### src/rtl/spi_slave_reg_if.sv
// spi_slave_reg_if: SPI command decoder and register bank behind a byte-level SPI slave shifter
//   clk, rst              system clock; synchronous active-high reset
//   ssn                   slave select, active low (same net as the shifter)
//   rx_done, rx_data      byte-complete flag and received byte from the shifter
//   tx_data               byte the shifter sends on the next transfer
//   wr_strobe/addr/data   one-cycle notification of each accepted SPI write
//   host_addr, host_rdata combinational local read port
//   busy                  high while a frame is in progress
// Optional: define SPI_REG_IF_RO_ID_EN to make register 0 a read-only ID_VALUE.
module spi_slave_reg_if #(
    parameter int NUM_REGS = 16,
    parameter int ADDR_W = 4,
    parameter logic [7:0] ID_VALUE = 8'h5A
) (
    input  logic              clk,
    input  logic              rst,
    input  logic              ssn,
    input  logic              rx_done,
    input  logic [7:0]        rx_data,
    output logic [7:0]        tx_data,
    output logic              wr_strobe,
    output logic [ADDR_W-1:0] wr_addr,
    output logic [7:0]        wr_data,
    input  logic [ADDR_W-1:0] host_addr,
    output logic [7:0]        host_rdata,
    output logic              busy
);
    typedef enum logic [1:0] {IDLE, CMD, WR, RD} state_t;
`ifdef SPI_REG_IF_RO_ID_EN
    localparam bit RO_ID = 1'b1;
`else
    localparam bit RO_ID = 1'b0;
`endif
    localparam logic [7:0] NUM_LIM = 8'(NUM_REGS);
    localparam logic [6:0] PTR_MASK = 7'(NUM_REGS - 1);
    state_t state, state_n;
    logic [7:0] regs [NUM_REGS];
    logic rx_done_q, byte_ev, in_range, wr_ok;
    logic [6:0] ptr, ptr_p1, ptr_inc;
    function automatic logic [7:0] reg_rd(input logic [ADDR_W-1:0] a);
        return (RO_ID && a == '0) ? ID_VALUE : regs[a];
    endfunction
    function automatic logic [7:0] spi_rd(input logic [6:0] a);
        return ({1'b0, a} < NUM_LIM) ? reg_rd(a[ADDR_W-1:0]) : 8'h00;
    endfunction
    assign byte_ev = rx_done & ~rx_done_q;
    assign in_range = {1'b0, ptr} < NUM_LIM;
    assign wr_ok = in_range && !(RO_ID && ptr == 7'd0);
    assign ptr_p1 = ptr + 7'd1;
    // in-range pointers wrap inside the bank; out-of-range ones use plain 7-bit wrap
    assign ptr_inc = in_range ? (ptr_p1 & PTR_MASK) : ptr_p1;
    assign host_rdata = reg_rd(host_addr);
    always_comb begin
        state_n = state;
        if (state == IDLE) state_n = ssn ? IDLE : CMD;
        else if (ssn) state_n = IDLE;
        else if (state == CMD && byte_ev) state_n = rx_data[7] ? RD : WR;
    end
    always_ff @(posedge clk) begin
        if (rst) begin
            state <= IDLE;
            rx_done_q <= 1'b0;
            ptr <= 7'd0;
            tx_data <= 8'h00;
            wr_strobe <= 1'b0;
            wr_addr <= '0;
            wr_data <= 8'h00;
            busy <= 1'b0;
            for (int i = 0; i < NUM_REGS; i++) regs[i] <= 8'h00;
        end else begin
            state <= state_n;
            rx_done_q <= rx_done;
            busy <= state_n != IDLE;
            wr_strobe <= 1'b0;
            if (byte_ev) begin
                case (state)
                    CMD: begin
                        ptr <= rx_data[6:0];
                        if (rx_data[7]) tx_data <= spi_rd(rx_data[6:0]);
                    end
                    WR: begin
                        if (wr_ok) begin
                            regs[ptr[ADDR_W-1:0]] <= rx_data;
                            wr_strobe <= 1'b1;
                            wr_addr <= ptr[ADDR_W-1:0];
                            wr_data <= rx_data;
                        end
                        ptr <= ptr_inc;
                    end
                    RD: begin
                        ptr <= ptr_inc;
                        tx_data <= spi_rd(ptr_inc);
                    end
                    default: ;
                endcase
            end
            // a byte arriving as ssn rises is still handled, but the frame ends with tx cleared
            if (state != IDLE && ssn) tx_data <= 8'h00;
        end
    end
endmodule
### config.mk
export PLATFORM = sky130hd
export DESIGN_NAME = spi_slave_reg_if
export DESIGN_NICKNAME = d
export VERILOG_FILES = /design/src/rtl/spi_slave_reg_if.sv
export SDC_FILE = /design/constraint.sdc
export NUM_CORES = 1
export LEC_CHECK = 0
export ABC_CLOCK_PERIOD_IN_PS = 2770
export BUFFER_PORTS_ARGS = -buffer_cell sky130_fd_sc_hd__buf_4
export CAP_MARGIN = 40
export CELL_PAD_IN_SITES_DETAIL_PLACEMENT = 2
export CELL_PAD_IN_SITES_GLOBAL_PLACEMENT = 2
export CORE_MARGIN = 4
export CORE_UTILIZATION = 44
export CTS_CLUSTER_SIZE = 14
export DETAILED_ROUTE_END_ITERATION = 10
export PLACE_DENSITY = 0.9
export SYNTH_ARGS = -nofsm -noshare
export SYNTH_HDL_FRONTEND = slang
export SYNTH_SLANG_ARGS = --single-unit
### constraint.sdc
create_clock -name clk -period 2.77 [get_ports clk]
set_input_delay 0.554 -clock clk [delete_from_list [all_inputs] [get_ports clk]]
set_output_delay 0.554 -clock clk [all_outputs]
set_load 0.005 [all_outputs]
==> results.yml, run 1 <==
critical_path:
  worstPathArrival_ps: 3010
  cp_slowest_cell: "mux4_2"
  startpoint: "ptr[1]"
  worstPathMaxFanout: 20
  crit_family: "multiplexers"
  startpoint_type: "register"
  cp_cell_sequence: "inv_1 > ha_1 > buf_4 > mux4_2 > mux2i_1 > nor2_1 > a211o_1"
  crit_path_max_incr_delay_ps: 570
  cp.required_ps: 3100
  endpoint_kind: "register"
  path_buf_inv: 2
  crit_type: "register to register"
  rr_startpoint: "ptr[1]"
hold_path:
  hold_class: "primary input to register"
  min-delay-start: "rx_done"
drt:
  wire_per_inst_um: 36.4
  first_iter_violations: 824
  wl_um: 37700
  dr.pass1.iters: 5
  antenna_violating_nets_post_route: 0
  vias: 7170
  avgViaCountPerCell: 6.93
  drc_errors: 0
timing:
  tightest_slew_ps: 603
  fin_skew_ps: 13.9
  rsz0062_at_grt: "false"
  maxSlewViolCount: 0
  setup_violations: 0
  fin_ws_ps: 84.3
  hold_violations: 0
  period_share: 0.970
  slew_headroom: 0.597
  fmaxAchievable_mhz: 372
  min_period_ps: 2690
  setup_tns_ps: 0
power_and_ir_drop:
  internal_power_uw: 4390
  switching_share: 0.256
  power.density_cell_area_mw_per_mm2: 549
  p_seq_frac: 0.467
  vdd_drop_max_v: 0.000403
  switchingPower_uw: 1510
  leakage_uw: 0.00399
  combPwrFrac: 0.116
  clkPwrFrac: 0.417
synthesis:
  synth_edf_count: 128
  synth_warnings: 0
  ys_seq_elements: 160
  muxShareOfSynthArea: 0.270
  ys_async_sr_fraction: 0
  synth.distinct_cells: 50
  ys_seq_area_frac: 0.478
  syn-mean-instance-area_um2: 13.2
  synth_xor_area_frac: 0.00280
  syn_area_mm2: 0.00938
  synthSimpleGateAreaFrac: 0.160
  synth_top_family_by_area: "multiplexers"
  synth_compound_area_frac: 0.0530
  ys.flop_type: "edfxtp_1"
  synthAdderAreaFrac: 0.00534
  syn_nets: 728
  netlist_instances: 708
place:
  io_buffers: 45
  gp_congestion: 0.905
  placed_area_mm2: 0.0101
  dp_hpwl_um: 24600
  dp_cells: 1001
  post-place-ws_ps: -58.6
clock_tree:
  cts.sinks: 160
  root_buffer: "clkbuf_16"
  htree_num_levels: 4
  cts_tree: "done"
  clk_path_buf_depth: 2
  clk_latency_ps: 450
  post-cts-setup-buffers: 0
  clk_pin_slew_ps: 60
  cts_buffers: 17
finish:
  final_util: 0.511
  final_area_mm2: 0.0107
  nets: 765
  final_cells: 1034
  nFillCells: 1970
  syn_to_final_growth_pct: 14.5
  drive_gt1_frac: 0.326
global_route:
  antenna_found_initial: 3
  overflow: 0
  grt_max_degree: 41
  grt_pass1_vias: 7739
  grt_use_total: 0.320
  grt_pass1_wl_um: 54600
die:
  start_util: 0.446
  die_h_um: 154
  core_mm2: 0.0210
  die_area_mm2: 0.0237
  ioPinCount: 46
  fp.dieW_um: 154
  rows: 53
run:
  drv_cap: 0
status:
  outcome: "finished, final reports clean"
[sequential cells by signal, indices dropped and copies added, names as in the netlist]
register   cells
busy           1
ptr            7
regs         128
rx_done_q      1
state          2
tx_data        8
wr_addr        4
wr_data        8
wr_strobe      1
[metal layers]
metal,GRT usage,vias up,routed length [um]
met1,0.383,3734,13200
met3,0.0630,131,3440
met4,0.176,0,2300
li1,-,2796,-
met2,0.542,509,18700
met5,0,-,0
[cell usage after synthesis (all sizes together) (6+ instances only)]
master	instances	area share
inv	6	0.0024
nor2b	11	0.0073
buf	29	0.015
a21oi	18	0.0096
mux2	17	0.020
edfxtp	128	0.41
a211o	8	0.0075
dfxtp	32	0.068
nand4	6	0.0040
mux2i	31	0.033
nor3	17	0.010
nand2b	7	0.0047
mux4	90	0.22
and2	114	0.076
a211oi	8	0.0064
clkbuf	34	0.014
nor2	26	0.014
o22ai	21	0.014
nand2	37	0.015
or2	19	0.013
[cell type report]
| type | count | area (um2) | area share |
|---|---|---|---|
| well taps | 275 | 344 | 0.0320 |
| multi-input cells | 479 | 4620 | 0.430 |
| clock inverters | 14 | 166 | 0.0155 |
| flip-flops and latches | 160 | 4480 | 0.418 |
| diodes | 1 | 2.50 | 0.000233 |
| clock buffers | 18 | 429 | 0.0400 |
| inverters | 6 | 22.5 | 0.00210 |
| repair buffers | 81 | 671 | 0.0624 |
[power groups by stage]
stage / Combinational, uW / Clock, uW / Sequential, uW
6_report: 683 / 2460 / 2750
3_3_place_gp: 618 / 0 / 2780
3_5_place_dp: 665 / 0 / 2800
5_1_grt: 713 / 2580 / 2750
4_1_cts: 678 / 2470 / 2750
2_1_floorplan: 447 / 0 / 2740
[through the flow]
step | power, uW | hold slack [ps]
after floorplan | 3190 | 453
after global placement | 3390 | 448
after detailed placement | 3460 | 463
after CTS | 5890 | 379
after global routing | 6050 | 374
final | 5890 | 376
[placed cells by master, fill, tap and decap left out, types with 6 or more instances in the layout]
cell and count:
buf_4 76, nand2_1 37, nor2_1 21, o22ai_1 21, clkbuf_16 17, nor3_1 15
nor2b_1 11, and2_1 113, a21oi_1 18, a211o_1 8, mux2_2 17, mux4_2 90
a211oi_1 8, edfxtp_1 128, or2_2 17, mux2i_1 31, dfxtp_1 32, nand4_1 6
nand2b_1 7
[worst reg2reg max path, stage by stage, from the launching register on]
cell	delay, ps
dfxtp_1	520
inv_1	140
ha_1	330
buf_4	360
mux4_2	590
mux2i_1	260
nor2_1	90
a211o_1	280
[what timing repair did]
action	CTS	global route
pin swaps	0	1
hold buffers	0	0
endpoints found under the setup margin	8	18
resized for setup	1	1
[path summary, 6_finish.rpt]
path	cells after the start	endpoint	slack, ps
max reg2reg	7	tx_data[0]	80
max	7	tx_data[0]	80
min reg2reg	2	wr_data[5]	470
min	2	rx_done_q	380
[cell families after synthesis]
kind of cell / Yosys count
compound gates: 75
xor+xnor: 3
fa+ha+maj: 4
buf+inv: 69
flops: 160
mux: 138
simple gates: 259
(Power assumes the default switching activity.)
==> run 2: changes to the inputs <==
CORE_MARGIN = 1.5   (was 4)
RECOVER_POWER = 100   (was unset)
==> run 2 against run 1 <==
  * Clock power is 6% lower
  * Clock skew is 4.6 ps lower
  * Power is 2.5% lower
  * Highest routed layer unchanged
  * Die area is 6.4% lower
  * Global-route usage is 2.6 points higher
  * Clock-buffer cell count is 2 higher
  * Wire length is 2.6% lower
  * Core utilization is 0.43 points lower
  * Worst hold slack worse by 5.4 ps
  * Critical path depth is 1 lower
  * Critical path type unchanged
  * Final area is 1.2% lower
  * Final cell count stayed put
==> results.yml, run 2 (synthesis results as in run 1) <==
run:
  drv_cap: 0
critical_path:
  cp.required_ps: 3030
  crit_type: "register to register"
  cp_slowest_cell: "clkbuf_1"
  endpoint_kind: "register"
  reg2regPathDepth: 6
  crit_path_max_incr_delay_ps: 520
  startpoint_type: "register"
  worstPathMaxFanout: 8
  cp_cell_sequence: "or2_0 > nor4_2 > nand3b_1 > nor2_1 > clkbuf_1 > and2_0"
  worstPathArrival_ps: 2960
place:
  dp_cells: 1002
  gp_congestion: 0.915
  dp_hpwl_um: 24800
  io_buffers: 45
finish:
  layout_common_cells: "edfxtp_1, mux4_2, and2_0"
  final_common_cell: "edfxtp_1"
  antenna_cells: 0
  nFillCells: 2022
  final_cells: 1034
  regMostFlops: "regs"
  multi_input_area_mm2: 0.00459
  largest_reg_flops: 128
  syn_to_final_growth_pct: 13.2
  ff_latch_area_mm2: 0.00448
  largestRegisters: "regs x128, tx_data x8, wr_data x8"
  nets: 766
  drive_gt1_frac: 0.294
timing:
  rsz0062_at_grt: "false"
  min_period_ps: 2710
  setup_tns_ps: 0
  period_share: 0.977
  setup_violations: 0
  maxSlewViolCount: 0
  slew_headroom: 0.391
  hold_violations: 0
  fmaxAchievable_mhz: 369
  tightest_slew_ps: 914
  fin_skew_ps: 9.25
die:
  rows: 53
  die_area_mm2: 0.0222
  start_util: 0.448
  ioPinCount: 46
  core_mm2: 0.0210
  die_h_um: 149
  fp.dieW_um: 149
drt:
  wl_um: 36700
  first_iter_violations: 762
  wire_per_inst_um: 35.5
  antenna_violating_nets_post_route: 0
  dr.pass1.iters: 6
  vias: 6974
  drc_errors: 0
  avgViaCountPerCell: 6.74
status:
  outcome: "finished, final reports clean"
hold_path:
  hold_class: "primary input to register"
  whs_path_depth: 2
power_and_ir_drop:
  vdd_drop_max_v: 0.000478
  power.density_cell_area_mw_per_mm2: 541
  leakage_uw: 0.00382
clock_tree:
  clk_latency_ps: 430
  cts.sinks: 160
  root_buffer: "clkbuf_16"
  clk_path_buf_depth: 2
  cts_buffers: 17
  holdBufCountCts: 0
  clk_pin_slew_ps: 60
  cts_tree: "done"
  post-cts-setup-buffers: 0
  htree_num_levels: 4
  cts.repair.resized: 0
global_route:
  overflow: 0
  grt_pass1_wl_um: 53200
  grt_use_total: 0.345
  grt_max_degree: 44
  antenna_found_initial: 2
  grt_pass1_vias: 7662
-- run 2: worst paths after layout --
path | from | endpoint | slack, ps
worst max-delay path | ptr[6] | regs[7][0] | 60
worst min-delay path | ssn | busy | 370
worst max register to register | ptr[6] | regs[7][0] | 60
worst min register to register | wr_addr[2] | wr_addr[2] | 470
-- run 2: critical path: cells and delay by family, from the launching register on --
family	cells	cell delay, ps
AND/OR/NAND/NOR	5	1640
flip-flops	1	350
buffers and inverters	1	520
-- run 2: through the flow --
stage	util	setup slack [ps]	total power, uW	hold WS, ps	cell area (um2)
floorplan	-	157	3190	453	9380
finish	0.507	62.5	5740	370	10600
detailed placement	0.484	147	3470	460	10200
global placement	0.484	199	3400	444	10200
global route	0.507	49.8	5860	372	10600
CTS	0.511	105	5750	353	10700
-- run 2: routing by layer --
metal / track usage / vias to the layer above / wire [um]
met5: 0 / - / 0
met1: 0.413 / 3614 / 13100
li1: - / 2793 / -
met3: 0.0633 / 119 / 2890
met4: 0.213 / 0 / 2230
met2: 0.580 / 448 / 18400
-- run 2: layout make-up --
type	instances	area share
clock inverters	12	0.0110
well taps	275	0.0324
inverters	6	0.00212
flip-flops and latches	160	0.422
clock buffers	20	0.0421
multi-input cells	479	0.433
repair buffers	82	0.0573
-- run 2: power breakdown --
group | leakage [uW] | switching (uW) | internal (uW) | total, uW
registers | 0.00158 | 89.2 | 2660 | 2750
logic | 0.00197 | 368 | 306 | 674
clock network | 0.000275 | 979 | 1340 | 2320
total | 0.00382 | 1440 | 4310 | 5740
